`src/rtl/mips_pkg.sv`:
```
// Shared types and constants for the instruction-fetch slice.
package mips_pkg;

    localparam int unsigned XLEN  = 32;
    localparam int unsigned OPW   = 6;
    localparam int unsigned IDXW  = 26;

    typedef enum logic [1:0] {
        ST_IDLE  = 2'd0,
        ST_FETCH = 2'd1,
        ST_VALID = 2'd2
    } fetch_state_e;

    localparam logic [OPW-1:0]  OPC_J            = 6'b000010;
    localparam logic [OPW-1:0]  OPC_BEQ          = 6'b000100;
    localparam logic [XLEN-1:0] RESET_PC_DEFAULT = 32'h0000_0000;

endpackage

```
`src/rtl/instr_fetch_next_pc_logic.sv`:
```
// Next-PC selection: jump > taken branch > sequential.
module next_pc_logic
    import mips_pkg::*;
(
    input  logic [XLEN-1:0] pc_plus4,
    input  logic [IDXW-1:0] instr_idx,
    input  logic [XLEN-1:0] sign_imm,
    input  logic            branch,
    input  logic            zero,
    input  logic            jump,
    output logic [XLEN-1:0] next_pc
);

    // Priority mux over the three target kinds; branch offset wraps at 32 bits.
    always_comb begin
        next_pc = pc_plus4;
        if (jump) begin
            next_pc = {pc_plus4[31:28], instr_idx, 2'b00};
        end else if (branch && zero) begin
            next_pc = pc_plus4 + (sign_imm << 2);
        end
    end

endmodule

```
`src/rtl/instr_fetch.sv`:
```
// Single-issue instruction fetch: PC register, imem req/ack, retire handshake.
module instr_fetch
    import mips_pkg::*;
#(
    parameter logic [XLEN-1:0] RESET_PC = RESET_PC_DEFAULT
) (
    input  logic            clk,
    input  logic            rst_n,
    output logic            imem_req,
    output logic [XLEN-1:0] imem_addr,
    input  logic            imem_ack,
    input  logic [XLEN-1:0] imem_rdata,
    output logic [XLEN-1:0] instr,
    output logic [OPW-1:0]  opcode,
    output logic            instr_valid,
    input  logic            instr_ready,
    output logic [XLEN-1:0] pc_plus4,
    input  logic            branch,
    input  logic            zero,
    input  logic            jump,
    input  logic [XLEN-1:0] sign_imm,
    output logic [XLEN-1:0] retire_count
);

    fetch_state_e    state;
    logic [XLEN-1:0] pc;
    logic [XLEN-1:0] next_pc;

    // The fetch address is the PC register itself, so it is stable for the whole request.
    assign imem_addr = pc;

    next_pc_logic u_next_pc (
        .pc_plus4  (pc_plus4),
        .instr_idx (instr[IDXW-1:0]),
        .sign_imm  (sign_imm),
        .branch    (branch),
        .zero      (zero),
        .jump      (jump),
        .next_pc   (next_pc)
    );

    // Fetch FSM with registered outputs; ack only counts in FETCH, ready only in VALID.
    always_ff @(posedge clk or negedge rst_n) begin
        if (!rst_n) begin
            state        <= ST_IDLE;
            pc           <= RESET_PC;
            pc_plus4     <= RESET_PC + 32'd4;
            instr        <= '0;
            opcode       <= '0;
            imem_req     <= 1'b0;
            instr_valid  <= 1'b0;
            retire_count <= '0;
        end else begin
            case (state)
                ST_IDLE: begin
                    state    <= ST_FETCH;
                    imem_req <= 1'b1;
                end
                ST_FETCH: begin
                    if (imem_ack) begin
                        instr       <= imem_rdata;
                        opcode      <= imem_rdata[31:26];
                        imem_req    <= 1'b0;
                        instr_valid <= 1'b1;
                        state       <= ST_VALID;
                    end
                end
                ST_VALID: begin
                    if (instr_ready) begin
                        pc           <= next_pc;
                        pc_plus4     <= next_pc + 32'd4;
                        retire_count <= retire_count + 32'd1;
                        instr_valid  <= 1'b0;
                        imem_req     <= 1'b1;
                        state        <= ST_FETCH;
                    end
                end
                default: begin
                    state       <= ST_IDLE;
                    imem_req    <= 1'b0;
                    instr_valid <= 1'b0;
                end
            endcase
        end
    end

endmodule

```
`config.mk`:
```
export PLATFORM = sky130hd
export DESIGN_NAME = instr_fetch
export DESIGN_NICKNAME = d
export VERILOG_FILES = /design/src/rtl/mips_pkg.sv /design/src/rtl/instr_fetch_next_pc_logic.sv /design/src/rtl/instr_fetch.sv
export SDC_FILE = /design/constraint.sdc
export NUM_CORES = 1
export LEC_CHECK = 0
export ABC_AREA = 1
export CORE_MARGIN = 4
export CORE_UTILIZATION = 45
export CTS_CLUSTER_DIAMETER = 30
export DETAILED_ROUTE_END_ITERATION = 12
export DONT_BUFFER_PORTS = 1
export PLACE_DENSITY_LB_ADDON = 0.08
export SLEW_MARGIN = 5
export SYNTH_ARGS = -nofsm -noshare
export SYNTH_HDL_FRONTEND = slang
export SYNTH_SLANG_ARGS = --single-unit
```
`constraint.sdc`:
```
create_clock -name clk -period 2.82 [get_ports clk]
set_input_delay 0.564 -clock clk [delete_from_list [all_inputs] [get_ports clk]]
set_output_delay 0.564 -clock clk [all_outputs]
set_load 0.02 [all_outputs]
```
# Yosys cells after proc, flatten, opt, wreduce, memory -nomap -nowiden

Cells that the tools add are included.

Register bits after elaboration: 138
Input port bits: 71
Output and inout bits: 136
Logic and storage cells: 33

Add/subtract/negate cells: 3
Eq/ne operators: 4
Mux-type cells: 11
Bitwise operators: 1
Reductions and logical operators: 6

Operator list:

| operator                | count |
|---|---|
| $mux W32                | 2 |
| $add A32 B1 Y32 const B | 1 |
| $add A32 B3 Y32 const B | 1 |
| $add A32 B32 Y32        | 1 |
| $pmux W1 S3             | 2 |
| $pmux W2 S3             | 1 |
| $reduce_and A2 Y1       | 3 |
| $mux W1                 | 4 |
| $mux W2                 | 2 |
| $ne A2 B2 Y1 const B    | 2 |
| $reduce_and A3 Y1       | 1 |
| $eq A2 B1 Y1 const B    | 1 |
| $eq A2 B2 Y1 const B    | 1 |
| $logic_not A2 Y1        | 1 |
| $logic_and A1 B1 Y1     | 1 |
| $not A1 Y1              | 1 |

# Longest topological paths before layout

Gate-level depths: netlist of run 1.

Depth in word-level cells: 4
Depth in mapped cells: 23
Mapped depth without buffers: 23

# Modules after synthesis

From an unflattened synthesis of run 1, not the netlist that was laid out.

Cell total of the unflattened synthesis: 1,266
Area, all modules: 8,987.4 µm²

By module, submodules not included:

| module        | times used | cells an instance | area each (µm²) |
|---|---|---|---|
| instr_fetch   | 1          | 706               | 6,177.2 |
| next_pc_logic | 1          | 560               | 2,810.2 |

# Worst setup path after synthesis of run 1

OpenSTA, ideal clock, no wires.

Kind: register -> register
Start point: register pc_plus4[2]
End point: register pc_plus4[28]
Arrival: 2,809 ps
Required time: 2,695 ps
Setup slack: -114 ps
Cell stages (with the launch flop): 19
Path through: dfstp_2 > ha_1 > inv_1 > fa_1 > nand2_1 > o211ai_1 > nand2_1 > ha_1 > inv_1 > nor2_1 > nand2_1 > nor2_2 > nand3_2 > nor2_4 > nand2_2 > nor3_4 > nand3_1 > nand2_1 > nand3_1

Cells in the longest elaborated chain, start to end: 4

Ends and longest elaborated chain:

| element                  | RTL line                        | text |
|---|---|---|
| start: declaration       | instr_fetch.sv:17               | `output logic [XLEN-1:0] pc_plus4,` |
| start signal: assignment | instr_fetch.sv:47               | `pc_plus4 <= RESET_PC + 32'd4;` |
| start signal: assignment | instr_fetch.sv:71               | `pc_plus4 <= next_pc + 32'd4;` |
| $add A32 B32 Y32         | instr_fetch_next_pc_logic.sv:20 | `next_pc = pc_plus4 + (sign_imm << 2);` |
| $mux W32                 | instr_fetch_next_pc_logic.sv:19 | `end else if (branch && zero) begin` |
| $mux W32                 | instr_fetch_next_pc_logic.sv:17 | `if (jump) begin` |
| named net next_pc[3]     | instr_fetch.sv:27               | `logic [XLEN-1:0] next_pc;` |
| $add A32 B3 Y32          | instr_fetch.sv:71               |  |

The timed path passes the listed nets, and every way through them passes these cells.
A chain may end at the register's enable or synchronous reset.

# Worst setup path after layout of run 1

Start point: register pc_plus4[2]
End point: register pc_plus4[26]

Same word-level chain as after synthesis.

==> qor.csv, run 1 <==
stage;metric;value;unit
placement;hpwl;21360;um
critical_path;regToRegSetupSlack;-0.15;ns
global_routing;grt_pass1_vias;8029;
synthesis;synth-edff-count;0;
min_path;hp-class;in2async;
layout;synthToLayoutAreaGrowth;28.34;%
route;drt-vias-per-instance;5.011;
route;dr.pass1.iters;6;
critical_path;reg2regPathDepth;20;
route;post_drt_wl_per_cell;16.54;um
sta;post-route-min-period;2.972;ns
synthesis;synth.avg_cell_area;7.017;sq um
clock_tree;tritoncts;yes;
critical_path;path_class;reg2reg;
sta;holdWs;-0.1532;ns
die;die_height;147.7;um
die;die_x;147.7;um
sta;rsz0062_at_grt;yes;
placement;gp_congestion;0.9104;
global_routing;grt_first_pass_wirelength;43080;um
global_routing;overflow;0;
layout;fin_area;11270;sq um
die;start_util;46.31;%
sta;setup_ws;-0.1516;ns
synthesis;async_reset_ff_share;100.0;%
sta;drv_slew;0;
route;vias;8413;
synthesis;yosysWarnings;0;
layout;diodes;0;
pwr;p_per_area;1068;nW/um^2
global_routing;grt_max_degree;128;
placement;io_buffers;0;
outcome;violations;hold timing, setup timing;
sta;maxSlewHeadroom;42.92;%
synthesis;syn_inst;1251;
die;core;18960;sq um
outcome;status;finished, violations left;
run;maxCapViolations;0;
sta;max_freq;0.3365;GHz
sta;tns;-1.804;ns
layout;fillers;1735;
synthesis;synth_cell_types;46;
global_routing;grt_util_all_layers;25.07;%
synthesis;yosysSeqAreaShare;36.22;%
global_routing;antenna_found_initial;2;
clock_tree;clockRootBuffer;clkbuf_16;
sta;fin_skew;0.009493;ns
sta;tightest_slew;0.8552;ns
critical_path;crit_required;3.17;ns
placement;place_ws;-0.2400;ns
route;routed_wl;27770;um
die;die-area;21810;sq um
pwr;p_leak;5.947;nW
synthesis;synth_flop_cell;dfrtp_1;
pwr;power;12.03;mW
critical_path;crit_fanout;3;
synthesis;syn_area;8778;sq um
clock_tree;numCtsBuffers;17;
layout;num-nets-final;1509;
clock_tree;cts_num_sinks;127;
die;io_pins;207;
clock_tree;path_clk_slew;0.06;ns
synthesis;ys_ff_latch;127;
sta;setup-violations-final;20;
placement;place_area;10090;sq um
critical_path;end_kind;flop;
critical_path;critical_path_arrival;3.33;ns
pwr;ir_drop;0.7944;mV
die;fp-row-count;50;
sta;timing.final.crit_share;105.4;%
route;drc_errors;0;
clock_tree;cts_max_level;4;
sta;hold_viol_final;126;
clock_tree;clk_latency;0.41;ns
clock_tree;cts_buffer_depth;2;
layout;drive_above_1_share;24.81;%
critical_path;critPathLaunchType;flop;
route;ant_nets;0;
route;drt_iter0_markers;535;
[worst max-delay path, stage by stage (launching register included)]
cell and delay, ns:
dfstp_2 0.56, ha_4 0.14, inv_2 0.03, fa_2 0.40, nand2_1 0.08, o211ai_1 0.11
nand2_1 0.13, ha_2 0.20, inv_2 0.04, nor2_4 0.09, nand2_2 0.08, nor2_4 0.12
nand3_4 0.11, nor2_4 0.16, buf_4 0.14, nand3_2 0.10, nor2_4 0.13, nand2_1 0.07
nand2_1 0.07, nand3_2 0.07, nand2_1 0.08
[cell usage in the layout, fill, tap and decap left out, drive strengths merged]
master    instances
fa                1
conb              4
inv             180
buf             170
dfstp             1
xor2             24
nand2           422
ha               31
a21o              1
clkinvlp          2
or2               4
o21bai            3
and2              4
o211ai            2
nand3           106
nor4              7
o31ai             3
nand4            18
a22oi             1
dfrtp           126
nand3b            5
o21ai            34
mux2             27
xnor2            11
clkinv            4
o21a              2
nor2            118
a21oi            59
clkbuf           23
a31oi             9
nor3             12
bufinv            3
and3              1
or3               1
[final cells by class]
class	count	area (sq um)	share of cell area (%)
clock buffer	23	488.0	4.331
tap	260	325.3	2.888
clock inverter	9	132.6	1.177
multi-input combinational	910	5144	45.66
sequential	127	3179	28.22
inverter	180	678.2	6.020
timing repair buffer	170	1319	11.71
[final timing paths]
path / start / endpoint
worst max-delay path: pc_plus4[2]$_DFFE_PN1P_ / pc_plus4[26]$_DFFE_PN0P_
worst min-delay path: rst_n / instr[27]$_DFFE_PN0P_
worst max register to register: pc_plus4[2]$_DFFE_PN1P_ / pc_plus4[26]$_DFFE_PN0P_
worst min register to register: instr_valid$_DFFE_PN0P_ / instr_valid$_DFFE_PN0P_
max in group asynchronous: rst_n / pc_plus4[2]$_DFFE_PN1P_
min in group clk: imem_ack / state[0]$_DFFE_PN0P_
[Yosys cell counts, types with 8 or more instances]
library cell  instances  area, sq um
nand4_1              17        106.4
mux2_2               27        304.0
nand3_2               8        80.08
ha_1                 31        387.9
buf_4                11        82.58
xor2_1               24        210.2
o21ai_0              29        145.1
nor3_1               10        50.05
nand2_1             417         1565
dfrtp_1             126         3153
nor2_4                8        90.09
a31oi_1               8        50.05
clkbuf_1             15        56.30
xnor2_1              11        96.34
inv_1               177        664.4
buf_2                 8        40.04
nor2_1              100        375.4
nor2_2               10        62.56
nand3_1              97        485.5
a21oi_1              56        280.3
[kinds of logic (layout without fill, tap and decap cells)]
logic type / Yosys count / in the layout / synth area share [%]
simple gates: 698 / 698 / 35.02
compound gates: 114 / 114 / 7.169
xor+xnor: 35 / 35 / 3.492
fa+ha+maj: 32 / 32 / 4.647
mux: 27 / 27 / 3.463
other cells: 1 / 4 / 0.04272
flops: 127 / 127 / 36.22
buf+inv: 217 / 382 / 9.949
[stage by stage]
stage / cells / utilization (%)
finish: 1679 / 59.43
global route: 1679 / 59.43
CTS: 1672 / 57.58
detailed placement: 1628 / 53.22
global placement: 1628 / 53.22
floorplan: 1254 / -
[flip-flops by register name, indices dropped and copies added, names as in the netlist]
| signal | count |
|---|---|
| imem_addr | 30 |
| pc_plus4 | 30 |
| instr | 32 |
| retire_count | 32 |
| instr_valid | 1 |
| state | 2 |
[routing by layer]
metal | up-vias | track usage, % | share of wire, %
met5 | - | 0 | 0.076
met4 | 4 | 5.592 | 1.5
met3 | 29 | 6.254 | 8.1
met2 | 254 | 38.38 | 44
met1 | 3856 | 36.03 | 46
li1 | 4270 | - | -
[where the power goes]
part           leakage, nW  switching [mW]  internal, mW
sequential            1.57            1.31          2.48
clock                0.299           0.817          1.48
combinational         4.08            3.41          2.53
[timing repair]
item | in CTS | in global routing
pin swaps | 20 | 37
endpoints found under the hold margin | 127 | 127
buffers inserted | 12 | 9
setup endpoints to repair | 18 | 22
gates resized for setup | 36 | 74
Note: power is estimated with default switching activity, not from simulation.
==> run 2, diff against run 1 <==
Settings changed: HOLD_SLACK_MARGIN set to 0.05.
==> results of run 2 <==
Same layout as run 1: the final DEF is identical, and so are final timing and power.
